$ cat config.mk
export PLATFORM = sky130hd
export DESIGN_NAME = obuf_drain_flat
export DESIGN_NICKNAME = d
export VERILOG_FILES = /design/src/rtl/obuf_drain_if.sv /design/src/rtl/obuf_drain.sv /design/src/flat_wrapper.sv
export SDC_FILE = /design/constraint.sdc
export NUM_CORES = 1
export LEC_CHECK = 0
export BUFFER_PORTS_ARGS = -buffer_cell sky130_fd_sc_hd__buf_2
export CAP_MARGIN = 20
export CORE_MARGIN = 3
export CORE_UTILIZATION = 45
export CTS_CLUSTER_DIAMETER = 200
export DETAILED_ROUTE_END_ITERATION = 7
export GPL_TIMING_DRIVEN = 0
export PLACE_DENSITY = 0.68
export SYNTH_ARGS = -nofsm -noshare
export SYNTH_HDL_FRONTEND = slang
export SYNTH_SLANG_ARGS = --single-unit
$ cat constraint.sdc
create_clock -name clk -period 5.65 [get_ports clk]
set_input_delay 0.565 -clock clk [delete_from_list [all_inputs] [get_ports clk]]
set_output_delay 0.565 -clock clk [all_outputs]
set_load 0.005 [all_outputs]
$ cat src/rtl/obuf_drain_if.sv
`default_nettype none
`timescale 1ns/1ps
// ============================================================================
// Module   : obuf_drain_if
// Brief    : Output-buffer read port plus valid/ready stream toward DDR write.
// Revision : 1.0 - initial release
// ============================================================================
interface obuf_drain_if #(
    parameter int MEM_ADDR_WIDTH = 11,
    parameter int MEM_DATA_WIDTH = 64
);
    logic                      obuf_read_req;
    logic [MEM_ADDR_WIDTH-1:0] obuf_read_addr;
    logic [MEM_DATA_WIDTH-1:0] obuf_read_data;
    logic                      m_valid;
    logic                      m_ready;
    logic [MEM_DATA_WIDTH-1:0] m_data;
    logic                      m_last;

    modport master (
        output obuf_read_req,
        output obuf_read_addr,
        input  obuf_read_data,
        output m_valid,
        input  m_ready,
        output m_data,
        output m_last
    );

    modport slave (
        input  obuf_read_req,
        input  obuf_read_addr,
        output obuf_read_data,
        input  m_valid,
        output m_ready,
        input  m_data,
        input  m_last
    );
endinterface
`default_nettype wire

$ cat src/rtl/obuf_drain.sv
`default_nettype none
`timescale 1ns/1ps
// ============================================================================
// Module   : obuf_drain
// Brief    : Walks an output-buffer address range, reads each word and streams
//            it out through a credit-managed return FIFO.
// Revision : 1.0 - initial release
// ============================================================================
module obuf_drain #(
    parameter int MEM_ADDR_WIDTH = 11,
    parameter int MEM_DATA_WIDTH = 64,
    parameter int LEN_W          = 16,
    parameter int FIFO_DEPTH     = 4,
    parameter int RD_LATENCY     = 1
) (
    input  logic                      clk,
    input  logic                      reset,
    input  logic                      start,
    input  logic [MEM_ADDR_WIDTH-1:0] base_addr,
    input  logic [LEN_W-1:0]          num_words,
    output logic                      busy,
    output logic                      done,
    obuf_drain_if.master              bus
);

    localparam int PTR_W = $clog2(FIFO_DEPTH);
    localparam int CNT_W = PTR_W + 2;

    localparam logic [1:0] c_IDLE  = 2'd0;
    localparam logic [1:0] c_READ  = 2'd1;
    localparam logic [1:0] c_DRAIN = 2'd2;
    localparam logic [1:0] c_DONE  = 2'd3;

    localparam logic [MEM_ADDR_WIDTH-1:0] c_ADDR_ONE = MEM_ADDR_WIDTH'(1);
    localparam logic [LEN_W-1:0]          c_LEN_ONE  = LEN_W'(1);
    localparam logic [CNT_W-1:0]          c_DEPTH    = CNT_W'(FIFO_DEPTH);

    logic [1:0]                r_state;
    logic [MEM_ADDR_WIDTH-1:0] r_addr_q;
    logic [LEN_W-1:0]          r_issue_cnt;
    logic [LEN_W-1:0]          r_accept_cnt;
    logic                      r_busy;
    logic                      r_done;
    logic                      r_req;
    logic [MEM_ADDR_WIDTH-1:0] r_rd_addr;
    logic [RD_LATENCY-1:0]     r_ret_pipe;
    logic [CNT_W-1:0]          r_inflight;
    logic [PTR_W:0]            r_wr_ptr;
    logic [PTR_W:0]            r_rd_ptr;
    logic [MEM_DATA_WIDTH-1:0] r_mem [FIFO_DEPTH];

    logic [PTR_W:0]            w_occ;
    logic                      w_empty;
    logic                      w_m_valid;
    logic                      w_push;
    logic                      w_pop;
    logic [CNT_W-1:0]          w_occ_next;
    logic [CNT_W-1:0]          w_infl_after;
    logic                      w_credit;
    logic                      w_start_issue;
    logic                      w_read_issue;
    logic                      w_issue;

    assign w_occ     = r_wr_ptr - r_rd_ptr;
    assign w_empty   = (w_occ == '0);
    assign w_m_valid = (r_state != c_IDLE) && !w_empty;
    assign w_push    = r_ret_pipe[RD_LATENCY-1];
    assign w_pop     = w_m_valid && bus.m_ready;

    // Credit counts every read already issued plus the one about to be issued,
    // so a returning word always finds a free FIFO slot.
    assign w_occ_next   = {1'b0, w_occ} + {{(CNT_W-1){1'b0}}, w_push}
                                        - {{(CNT_W-1){1'b0}}, w_pop};
    assign w_infl_after = r_inflight - {{(CNT_W-1){1'b0}}, w_push};
    assign w_credit     = (w_occ_next + w_infl_after) < c_DEPTH;

    assign w_start_issue = (r_state == c_IDLE) && start && (num_words != '0);
    assign w_read_issue  = (r_state == c_READ) && (r_issue_cnt != '0) && w_credit;
    assign w_issue       = w_start_issue || w_read_issue;

    always_ff @(posedge clk) begin
        if (reset) begin
            r_state      <= c_IDLE;
            r_addr_q     <= '0;
            r_issue_cnt  <= '0;
            r_accept_cnt <= '0;
            r_busy       <= 1'b0;
            r_done       <= 1'b0;
            r_req        <= 1'b0;
            r_rd_addr    <= '0;
        end else begin
            r_req  <= w_issue;
            r_done <= 1'b0;
            if (w_pop) begin
                r_accept_cnt <= r_accept_cnt - c_LEN_ONE;
            end
            case (r_state)
                c_IDLE: begin
                    if (start) begin
                        r_busy       <= 1'b1;
                        r_accept_cnt <= num_words;
                        if (num_words == '0) begin
                            r_issue_cnt <= '0;
                            r_state     <= c_DRAIN;
                        end else begin
                            // First read goes out with busy so it lands at T+1.
                            r_rd_addr   <= base_addr;
                            r_addr_q    <= base_addr + c_ADDR_ONE;
                            r_issue_cnt <= num_words - c_LEN_ONE;
                            r_state     <= (num_words == c_LEN_ONE) ? c_DRAIN : c_READ;
                        end
                    end
                end
                c_READ: begin
                    if (w_read_issue) begin
                        r_rd_addr   <= r_addr_q;
                        r_addr_q    <= r_addr_q + c_ADDR_ONE;
                        r_issue_cnt <= r_issue_cnt - c_LEN_ONE;
                        if (r_issue_cnt == c_LEN_ONE) begin
                            r_state <= c_DRAIN;
                        end
                    end
                end
                c_DRAIN: begin
                    if ((r_accept_cnt == '0) || (w_pop && (r_accept_cnt == c_LEN_ONE))) begin
                        r_state <= c_DONE;
                        r_done  <= 1'b1;
                        r_busy  <= 1'b0;
                    end
                end
                c_DONE: begin
                    r_state <= c_IDLE;
                end
                default: begin
                    r_state <= c_IDLE;
                end
            endcase
        end
    end

    // Return-valid pipeline mirrors the memory latency; reset drops any read in flight.
    generate
        if (RD_LATENCY == 1) begin : g_ret_lat1
            always_ff @(posedge clk) begin
                if (reset) begin
                    r_ret_pipe <= '0;
                end else begin
                    r_ret_pipe <= r_req;
                end
            end
        end else begin : g_ret_latn
            always_ff @(posedge clk) begin
                if (reset) begin
                    r_ret_pipe <= '0;
                end else begin
                    r_ret_pipe <= {r_ret_pipe[RD_LATENCY-2:0], r_req};
                end
            end
        end
    endgenerate

    always_ff @(posedge clk) begin
        if (reset) begin
            r_inflight <= '0;
            r_wr_ptr   <= '0;
            r_rd_ptr   <= '0;
        end else begin
            r_inflight <= r_inflight + {{(CNT_W-1){1'b0}}, w_issue}
                                     - {{(CNT_W-1){1'b0}}, w_push};
            if (w_push) begin
                r_wr_ptr <= r_wr_ptr + 1'b1;
            end
            if (w_pop) begin
                r_rd_ptr <= r_rd_ptr + 1'b1;
            end
        end
    end

    always_ff @(posedge clk) begin
        if (w_push) begin
            r_mem[r_wr_ptr[PTR_W-1:0]] <= bus.obuf_read_data;
        end
    end

    assign busy               = r_busy;
    assign done               = r_done;
    assign bus.obuf_read_req  = r_req;
    assign bus.obuf_read_addr = r_rd_addr;
    assign bus.m_valid        = w_m_valid;
    assign bus.m_data         = w_m_valid ? r_mem[r_rd_ptr[PTR_W-1:0]] : '0;
    assign bus.m_last         = w_m_valid && (r_accept_cnt == c_LEN_ONE);

endmodule
`default_nettype wire

$ cat src/flat_wrapper.sv
// flat-port wrapper written by rule: the top's interface ports become plain ports
module obuf_drain_flat 
#(
    parameter int MEM_ADDR_WIDTH = 11,
    parameter int MEM_DATA_WIDTH = 64,
    parameter int LEN_W          = 16,
    parameter int FIFO_DEPTH     = 4,
    parameter int RD_LATENCY     = 1
)
  (clk, reset, start, base_addr, num_words, busy, done, bus_obuf_read_req, bus_obuf_read_addr, bus_obuf_read_data, bus_m_valid, bus_m_ready, bus_m_data, bus_m_last);
  obuf_drain_if #(.MEM_ADDR_WIDTH(MEM_ADDR_WIDTH), .MEM_DATA_WIDTH(MEM_DATA_WIDTH)) bus_i ();
  input  logic clk;
  input  logic reset;
  input  logic start;
  input  logic [MEM_ADDR_WIDTH-1:0] base_addr;
  input  logic [LEN_W-1:0] num_words;
  output logic busy;
  output logic done;
  output wire logic [$bits(bus_i.obuf_read_req)-1:0] bus_obuf_read_req;
  output wire logic [$bits(bus_i.obuf_read_addr)-1:0] bus_obuf_read_addr;
  input wire logic [$bits(bus_i.obuf_read_data)-1:0] bus_obuf_read_data;
  output wire logic [$bits(bus_i.m_valid)-1:0] bus_m_valid;
  input wire logic [$bits(bus_i.m_ready)-1:0] bus_m_ready;
  output wire logic [$bits(bus_i.m_data)-1:0] bus_m_data;
  output wire logic [$bits(bus_i.m_last)-1:0] bus_m_last;
  assign bus_obuf_read_req = bus_i.obuf_read_req;
  assign bus_obuf_read_addr = bus_i.obuf_read_addr;
  assign bus_i.obuf_read_data = bus_obuf_read_data;
  assign bus_m_valid = bus_i.m_valid;
  assign bus_i.m_ready = bus_m_ready;
  assign bus_m_data = bus_i.m_data;
  assign bus_m_last = bus_i.m_last;
  obuf_drain #(.MEM_ADDR_WIDTH(MEM_ADDR_WIDTH), .MEM_DATA_WIDTH(MEM_DATA_WIDTH), .LEN_W(LEN_W), .FIFO_DEPTH(FIFO_DEPTH), .RD_LATENCY(RD_LATENCY)) u_core (.clk(clk), .reset(reset), .start(start), .base_addr(base_addr), .num_words(num_words), .busy(busy), .done(done), .bus(bus_i));
endmodule
* Word-level counts from Yosys, hierarchy flattened *
Memories as Yosys holds them, arrays and structs flattened. A register that Yosys moved wholly into a read port is not among the register bits.
Index checks and enable logic that the tools add are counted.

cells by class
  bitwise operators = 1
  magnitude comparators = 1
  reduce and logical (&&, ||, !) cells = 25
  add/sub/neg operators = 14
  equal/unequal tests = 11
  multiplexer cells = 31

operators by type and width
  kind                   count
  $mux 16                6
  $mux 11                6
  $mux 64                1
  $eq 16x1->1 const B    3
  $sub 16x1->16 const B  3
  $pmux 11 s2            2
  $logic_not 16->1       2
  $pmux 16 s2            1
  $reduce_bool 16->1     2
  $add 11x1->11 const B  2
  $mux 2                 8
  $sub 4x1->4            3
  $logic_and 1x1->1      8
  $pmux 2 s4             1
  $reduce_and 4->1       2
  $add 3x1->3 const B    2
  $ne 2x2->1 const B     3
  $reduce_and 3->1       2
  $reduce_bool 2->1      3
  $mux 1                 5
  $add 3x1->4            1
  $add 4x1->4            1
  $add 4x4->4            1
  $eq 2x2->1 const B     2
  other kinds (11)       13

word-level totals
  memories = 1
  logic and storage cells = 96
  input bits = 95
  bits in writable memories = 256
  register bits = 70
  output and inout bits = 80

memory list
  name          depth  width  rd ports  clocked after Yosys merged registers in  wr ports  line              source
  u_core.r_mem  4      64     1         1                                        1         obuf_drain.sv:50  logic [MEM_DATA_WIDTH-1:0] r_mem [FIFO_DEPTH];

* Longest topological paths before layout *
Gate-level depths: netlist (run 1).

  depth after elaboration = 12
  mapped depth = 21
  gate-level depth less buffers = 20

* Worst setup path before layout (run 1) *
No wires, ideal clock.

  kind = register to register
  from = reg u_core.r_wr_ptr[0]
  to = reg u_core.r_inflight[2]
  arrival time = 4.504 ns
  period minus slack after synthesis = 4.632 ns
  setup slack = 1.018 ns
  cell stages (with the launch flop) = 22
  cells stage by stage = dfxtp_1 -> inv_1 -> ha_1 -> fa_1 -> xor3_1 -> o21ai_2 -> fa_1 -> inv_1 -> fa_1 -> inv_1 -> ha_1 -> a21o_1 -> a21oi_1 -> xnor2_1 -> clkbuf_1 -> or2_2 -> nand2_1 -> ha_1 -> inv_1 -> fa_1 -> xor2_1 -> nor2_1

on the way
  word-level cells in the longest chain between the ends = 12
  elaborated cells between the ends (all ways) = 13
  classes of those cells = add/sub (6); order compare (1); reduce/logical (6)

RTL lines
  element                                              line               source
  start: declaration                                   obuf_drain.sv:48   logic [PTR_W:0] r_wr_ptr;
  start signal: assignment                             obuf_drain.sv:171  r_wr_ptr <= r_wr_ptr + 1'b1;
  $sub 3x3->3 *                                        obuf_drain.sv:64   assign w_occ = r_wr_ptr - r_rd_ptr;
  branches (longest 4 deep; another with $add 3x1->4)  --
  $sub 4x1->4 *                                        obuf_drain.sv:73   - {{(CNT_W-1){1'b0}}, w_pop};
  $add 4x4->4 *                                        obuf_drain.sv:75   assign w_credit = (w_occ_next + w_infl_after) < c_DEPTH;
  $lt 4x3->1 *                                         obuf_drain.sv:75
  $logic_and 1x1->1 *                                  obuf_drain.sv:78   assign w_read_issue = (r_state == c_READ) && (r_issue_cnt != '0) && w_credit;
  $logic_or 1x1->1 *                                   obuf_drain.sv:79   assign w_issue = w_start_issue || w_read_issue;
  net u_core.w_issue                                   obuf_drain.sv:62   logic w_issue;
  $add 4x1->4 *                                        obuf_drain.sv:168  r_inflight <= r_inflight + {{(CNT_W-1){1'b0}}, w_issue}
  $sub 4x1->4 *                                        obuf_drain.sv:169  - {{(CNT_W-1){1'b0}}, w_push};
  end signal: assignment                               obuf_drain.sv:168
  end: declaration                                     obuf_drain.sv:47   logic [CNT_W-1:0] r_inflight;

Mark *: on every way through the listed nets, which the timed path passes.
A chain may end at the register's enable or synchronous reset.

* Final worst setup path (run 1) *
Ends and elaborated chain as after synthesis.

==> results of run 1 <==
==> how the worst max path moves through the flow <==
stage	startpoint	to	depth (start not counted)
6_report	u_core.r_wr_ptr[0]	u_core.r_inflight[2]	21
5_1_grt	u_core.r_wr_ptr[0]	u_core.r_inflight[3]	21
4_1_cts	u_core.r_wr_ptr[0]	u_core.r_inflight[2]	21
3_5_place_dp	u_core.r_wr_ptr[0]	u_core.r_inflight[2]	21
3_3_place_gp	u_core.r_wr_ptr[0]	u_core.r_inflight[3]	21
2_1_floorplan	u_core.r_wr_ptr[0]	u_core.r_inflight[2]	21
==> logic make-up after synthesis <==
kind of cell               count (synthesis)  share of synthesized area (%)
buffers and inverters                     92                           2.48
xor gates and xnor gates                  41                           2.58
and+or+nand+nor                          293                           11.1
adders and majority gates                 31                           2.88
DFF                                      328                           62.9
AOI/OAI and AO/OA                        166                           7.72
muxes                                     70                           10.4
==> flip-flops by register name, summed over array words and instances, names as in the netlist, 2 cells and up, named ones only <==
register / cells
u_core.r_mem: 256
u_core.r_rd_ptr: 3
u_core.r_accept_cnt: 16
u_core.r_issue_cnt: 16
u_core.r_inflight: 4
u_core.r_wr_ptr: 3
u_core.r_state: 2
u_core.r_addr_q: 11
u_core.bus.obuf_read_addr: 11
==> power by group through the flow <==
stage / logic (mW) / clock network [mW] / registers (mW)
after floorplan: 1.36 / 0 / 3.02
after global placement: 1.91 / 0 / 3.05
after detailed placement: 1.95 / 0 / 3.05
after CTS: 1.96 / 2.30 / 3.00
after global routing: 2.19 / 2.40 / 3.03
final: 1.97 / 2.24 / 3.00
==> routing by layer <==
layer / vias to the layer above / global-route usage, % / part of all wire, %
met5: - / 0 / 0.28
met4: 16 / 6.11 / 2.5
met3: 78 / 6.35 / 8.9
met2: 364 / 32.7 / 48
met1: 4562 / 25.3 / 40
li1: 4368 / - / -
==> layout make-up <==
cell class / count / share of cell area [%]
repair buffers: 176 / 5.66
multi-input cells: 601 / 29.4
plain buffers: 60 / 1.40
inverters: 32 / 0.701
flip-flops and latches: 328 / 53.3
well taps: 402 / 2.93
diodes: 3 / 0.0438
clock inverters: 15 / 0.985
clock buffers: 47 / 5.62
==> worst max-delay path: cells and delay by family, from the launching register on <==
| kind | cells | cell delay [ns] |
|---|---|---|
| compound gates | 3 | 0.76 |
| xor+xnor | 3 | 0.52 |
| fa+ha+maj | 7 | 2.22 |
| buf+inv | 5 | 0.57 |
| flops | 1 | 0.40 |
| simple gates | 3 | 0.52 |
==> placed cells by master, fill, tap and decap left out, types with 37 or more instances in the layout <==
| cell | netlist | routed |
|---|---|---|
| a21oi_1 | 50 | 50 |
| and2_1 | 69 | 65 |
| buf_2 | 9 | 181 |
| clkbuf_1 | 42 | 52 |
| clkbuf_16 | 0 | 37 |
| dfxtp_1 | 72 | 72 |
| edfxtp_1 | 256 | 256 |
| mux4_2 | 64 | 64 |
| nand2_1 | 41 | 41 |
| nor2_1 | 59 | 59 |
==> summary.md, run 1 <==
| Metric | Value |
|---|---|
| Cts bufs inserted | `36` |
| Final worst path period need | `5.13 ns` |
| Ys async rst share | `0%` |
| Placed Instances | `1599` |
| Initial DRC count | `822` |
| Port Buffers | `172` |
| Fmax | `195 MHz` |
| Fin. max-slew vios | `0` |
| Hold endpoint | `u_core.r_mem[3][30]` |
| Vias after detailed routing | `9388` |
| Worst-Margin Slew | `0.891 ns` |
| First-pass GRT wire length | `52.8 mm` |
| Post-synth EDFFs | `256` |
| Pwr Total | `7.22 mW` |
| CP Capture Type | `flop` |
| CTS root buffer | `clkbuf_16` |
| CP peak stage delay | `0.47 ns` |
| CTS tree | `yes` |
| Synth Register Bits | `328` |
| Syn nets | `1147` |
| Most frequent cell after synthesis | `edfxtp_1` |
| Area Overhead vs Synth | `18.1%` |
| CP Max Fanout | `10` |
| Largest net degree at the start of global routing | `58` |
| Top post-synthesis cells by count | `256 x edfxtp_1, 72 x dfxtp_1, 69 x and2_1` |
| Setup WS post-layout | `0.515 ns` |
| Multi-input logic area | `0.00504 mm^2` |
| Layout cells sized above 1 | `25.3%` |
| Number of hold buffers added after cts | `0` |
| Core footprint | `0.0317 mm^2` |
| Pint | `4.91 mW` |
| Setup tns final | `0 ns` |
| Row Count | `65` |
| Switching Share | `31.9%` |
| Vias per inst | `5.64` |
| Endpoints failing setup | `0` |
| Worst Path Class, Setup | `reg2reg` |
| Dpl hpwl | `22.6 mm` |
| Warning count from the yosys run | `0` |
| Final hold violation count | `0` |
| Final WL | `34.1 mm` |
| Sw Pwr | `2.31 mW` |
| ANT nets after route | `0` |
| Fin area | `0.0171 mm^2` |
| Worst R2R End | `u_core.r_inflight[2]` |
| Peak supply drop | `0.290 mV` |
| Reg-to-reg startpoint | `u_core.r_wr_ptr[0]` |
| Detailed Routing Iterations Pass 1 | `6` |
| Initial antenna violation count | `12` |
| Die height | `186 um` |
| Hold Crit Depth | `1` |
| Clk_lat worst skew | `0.54 ns` |
| Layout Skew | `0.0164 ns` |
| Filler cells | `2631` |
| Placed instance area | `0.0160 mm^2` |
| Post-synth cell types | `68` |
| Worst-path cell chain | `inv_1 -> ha_1 -> fa_1 -> xor3_1 -> o21ai_2 -> fa_1 -> inv_1 -> fa_1 -> inv_1 -> ha_1 -> a21o_1 -> a21oi_1 -> xnor2_1 -> clkbuf_1 -> or2_2 -> nand2_1 -> ha_1 -> inv_1 -> fa_1 -> xor2_1 -> nor2_1` |
| Logic pwr share | `27.3%` |
| R2R Setup Slk | `0.52 ns` |
| Gpl congestion | `0.922` |
| Cell Area, Synth | `0.0145 mm^2` |
| RSZ-0062 raised after global routing | `false` |
| Clock network power share | `31.1%` |
| Final Core Density | `54.0%` |
| Hold WS | `0.241 ns` |
| Wire length per cell | `20.5 um` |
| CP startpoint kind | `flop` |
| Data required, critical path | `6.04 ns` |
| Dominant cell type by area after synthesis | `edfxtp_1` |
| Synth Instances | `1021` |
| FF/Latch Area | `0.00913 mm^2` |
| Main synth FF type | `edfxtp_1` |
| Sequential fraction of the synthesis area | `62.9%` |
| Post-CTS setup buffer count | `0` |
| WP data arrival | `5.53 ns` |
| Final net count | `1361` |
| Cell Pwr Density | `421 mW/mm^2` |
| Outcome | `completed` |
| Sink Count | `328` |
| Vias in the first global route | `9516` |
| Crit-path slowest cell | `fa_1` |
| Sequential fraction of design power | `41.6%` |
| Tcrit/Tclk final | `90.9%` |
| DRC violations left | `0` |
| LEAKAGE | `6.06 nW` |
| Total global-route track usage | `19.8%` |
| Max_slew headroom | `40.6%` |
| Initial core utilization | `45.8%` |
| Total gr overflow | `0` |
| Die Area | `0.0345 mm^2` |
| Hold Path Class | `in2reg` |
| Max-Cap Viols | `0` |
| CTS clock-pin slew for the worst setup and hold paths | `0.06 ns` |
| Maximum root-to-sink buffer count | `3` |
| H-tree Lvls | `2` |
| Worst hold start | `bus_obuf_read_data[30]` |
| Worst slack, placed | `0.538 ns` |
| Synth Area per Inst | `14.2 um^2` |
| Die width | `186 um` |
| Worst reg-to-reg path cell count | `21` |
| Post-cts sizing count | `0` |
| Io pins | `175` |
| Final Non-Filler Cells | `1664` |
| Top post-synthesis cells by area | `edfxtp_1 53%, dfxtp_1 9.9%, mux4_2 9.9%` |
| Synth top area share | `52.9%` |
Note: power is estimated with default switching activity, not from simulation.
==> run 2, diff against run 1 <==
- CORE_MARGIN: 3 -> 1
- PLACE_DENSITY: 0.68 -> unset
- PLACE_DENSITY_LB_ADDON: unset -> 0.25
==> summary.md, run 2 (synthesis results as in run 1) <==
| Metric | Value |
|---|---|
| Max-Cap Viols | `0 (unchanged)` |
| Detailed Routing Iterations Pass 1 | `5 (was 6)` |
| Initial DRC count | `783 (was 822)` |
| Row Count | `65 (unchanged)` |
| Cell Pwr Density | `417 mW/mm^2 (was 421 mW/mm^2)` |
| R2R Setup Slk | `0.55 ns (was 0.52 ns)` |
| Placed Instances | `1599 (unchanged)` |
| LEAKAGE | `6.06 nW (about the same)` |
| Sw Pwr | `2.28 mW (was 2.31 mW)` |
| CP Max Fanout | `10 (unchanged)` |
| Post-CTS setup buffer count | `0 (unchanged)` |
| Cts bufs inserted | `36 (unchanged)` |
| Final Non-Filler Cells | `1666 (was 1664)` |
| Die Area | `0.0330 mm^2 (was 0.0345 mm^2)` |
| FF/Latch Area | `0.00913 mm^2 (unchanged)` |
| Logic pwr share | `27.4% (was 27.3%)` |
| Outcome | `completed (unchanged)` |
| Most common cell after layout, fill and taps aside | `edfxtp_1 (unchanged)` |
| Commonest non-fill, non-tap cells in the layout | `256 x edfxtp_1, 181 x buf_2, 72 x dfxtp_1, 65 x and2_1, 64 x mux4_2 (unchanged)` |
| Vias per inst | `5.56 (was 5.64)` |
| Die width | `182 um (was 186 um)` |
| Switching Share | `32.0% (was 31.9%)` |
| Pint | `4.85 mW (was 4.91 mW)` |
| Multi-input logic area | `0.00504 mm^2 (unchanged)` |
| Wire length per cell | `19.8 um (was 20.5 um)` |
| CP startpoint kind | `flop (unchanged)` |
| Port Buffers | `172 (unchanged)` |
| Final WL | `32.9 mm (was 34.1 mm)` |
| Initial antenna violation count | `6 (was 12)` |
| RSZ-0062 raised after global routing | `false (unchanged)` |
| Clk_lat worst skew | `0.53 ns (was 0.54 ns)` |
| Total global-route track usage | `20.2% (was 19.8%)` |
| CTS root buffer | `clkbuf_16 (unchanged)` |
| Die height | `182 um (was 186 um)` |
| Number of hold buffers added after cts | `0 (unchanged)` |
| Vias in the first global route | `9209 (was 9516)` |
| Worst Path Class, Setup | `reg2reg (unchanged)` |
| Final hold violation count | `0 (unchanged)` |
| Worst-Margin Slew | `0.889 ns (was 0.891 ns)` |
| Max_slew headroom | `40.8% (was 40.6%)` |
| Final net count | `1361 (unchanged)` |
| Sink Count | `328 (unchanged)` |
| Gpl congestion | `0.889 (was 0.922)` |
| CP Capture Type | `flop (unchanged)` |
| Vias after detailed routing | `9266 (was 9388)` |
| Initial core utilization | `45.9% (was 45.8%)` |
| Hold Path Class | `in2reg (unchanged)` |
| Maximum root-to-sink buffer count | `3 (unchanged)` |
| Io pins | `175 (unchanged)` |
| DRC violations left | `0 (unchanged)` |
| Total gr overflow | `0 (unchanged)` |
| Pwr Total | `7.13 mW (was 7.22 mW)` |
| Sequential fraction of design power | `42.0% (was 41.6%)` |
| Layout Skew | `0.0184 ns (was 0.0164 ns)` |
| Fin. max-slew vios | `0 (unchanged)` |
| Post-cts sizing count | `0 (unchanged)` |
| H-tree Lvls | `2 (unchanged)` |
| Fmax | `196 MHz (was 195 MHz)` |
| Final worst path period need | `5.10 ns (was 5.13 ns)` |
| Clock network power share | `30.6% (was 31.1%)` |
| Area Overhead vs Synth | `17.8% (was 18.1%)` |
| Core footprint | `0.0316 mm^2 (was 0.0317 mm^2)` |
| Largest net degree at the start of global routing | `54 (was 58)` |
| Endpoints failing setup | `0 (unchanged)` |
| ANT nets after route | `0 (unchanged)` |
| First-pass GRT wire length | `51.4 mm (was 52.8 mm)` |
| Tcrit/Tclk final | `90.3% (was 90.9%)` |
| Dpl hpwl | `22.1 mm (was 22.6 mm)` |
| Filler cells | `2629 (was 2631)` |
| Layout cells sized above 1 | `25.7% (was 25.3%)` |
| Peak supply drop | `0.288 mV (was 0.290 mV)` |
| Setup tns final | `0 ns (unchanged)` |
| Data required, critical path | `6.04 ns (about the same)` |
| WP data arrival | `5.49 ns (was 5.53 ns)` |
| CTS tree | `yes (unchanged)` |
| Hold WS | `0.250 ns (was 0.241 ns)` |
| Max reg flops | `256 (unchanged)` |
| CTS clock-pin slew for the worst setup and hold paths | `0.06 ns (about the same)` |
## run 2: cell types whose count changed in the layout (fill, tap and decap cells not counted)
cell,previous run,this run
clkinv_4,4,0
inv_6,0,1
bufinv_16,2,1
clkbuf_1,52,49
clkinv_16,1,0
clkinv_2,1,9
clkbuf_8,0,1
clkinv_1,6,5
inv_16,0,1
clkbuf_16,37,36
clkinvlp_4,0,2
## run 2: power groups by stage
stage,clock network [mW],registers (mW),logic (mW)
after floorplan,0,3.02,1.36
after global placement,0,3.05,1.91
after detailed placement,0,3.04,1.94
after CTS,2.23,2.99,1.96
after global routing,2.32,3.02,2.16
final,2.18,3.00,1.95
## run 2: path summary, 6_finish.rpt
path / from / to / cells past startpoint
worst max-delay path: u_core.r_wr_ptr[0] / u_core.r_inflight[2] / 21
worst min-delay path: bus_obuf_read_data[27] / u_core.r_mem[0][27] / 1
worst max register to register: u_core.r_wr_ptr[0] / u_core.r_inflight[2] / 21
worst min register to register: u_core.r_addr_q[1] / u_core.r_addr_q[1] / 2
## run 2: critical path: stages, from the launching register on
cell and delay [ns]:
dfxtp_1 0.39, inv_1 0.11, ha_1 0.20, fa_1 0.38, xor3_1 0.26, o21ai_2 0.43
fa_1 0.47, inv_1 0.08, fa_1 0.40, inv_1 0.07, ha_1 0.21, a21o_1 0.17
a21oi_1 0.18, xnor2_1 0.12, clkbuf_1 0.26, or2_2 0.37, nand2_1 0.07, ha_1 0.17
inv_1 0.06, fa_1 0.38, xor2_1 0.15, nor2_1 0.05
## run 2: area by class of cell
cell class / instances / share of cell area [%]
Antenna cell: 3 / 0.0439
Sequential cell: 328 / 53.4
Timing Repair Buffer: 176 / 5.68
Clock buffer: 44 / 5.50
Tap cell: 402 / 2.94
Multi-Input combinational cell: 601 / 29.5
Buffer: 60 / 1.40
Clock inverter: 20 / 0.900
Inverter: 32 / 0.702
## run 2: stage by stage
stage	util (%)	setup WS (ns)	instance area, um^2
6_report	54.1	0.548	17100
5_1_grt	54.1	0.200	17100
4_1_cts	54.0	0.483	17100
3_5_place_dp	50.6	0.538	16000
3_3_place_gp	50.2	0.554	15900
2_1_floorplan	-	1.02	14500
## run 2: routing by layer
| metal | GRT usage [%] | vias to the layer above | wire length [um] |
|---|---|---|---|
| li1 | - | 4374 | - |
| met5 | 0 | - | 30 |
| met1 | 26.1 | 4541 | 14100 |
| met3 | 5.50 | 54 | 2380 |
| met2 | 33.4 | 291 | 15800 |
| met4 | 5.93 | 6 | 621 |
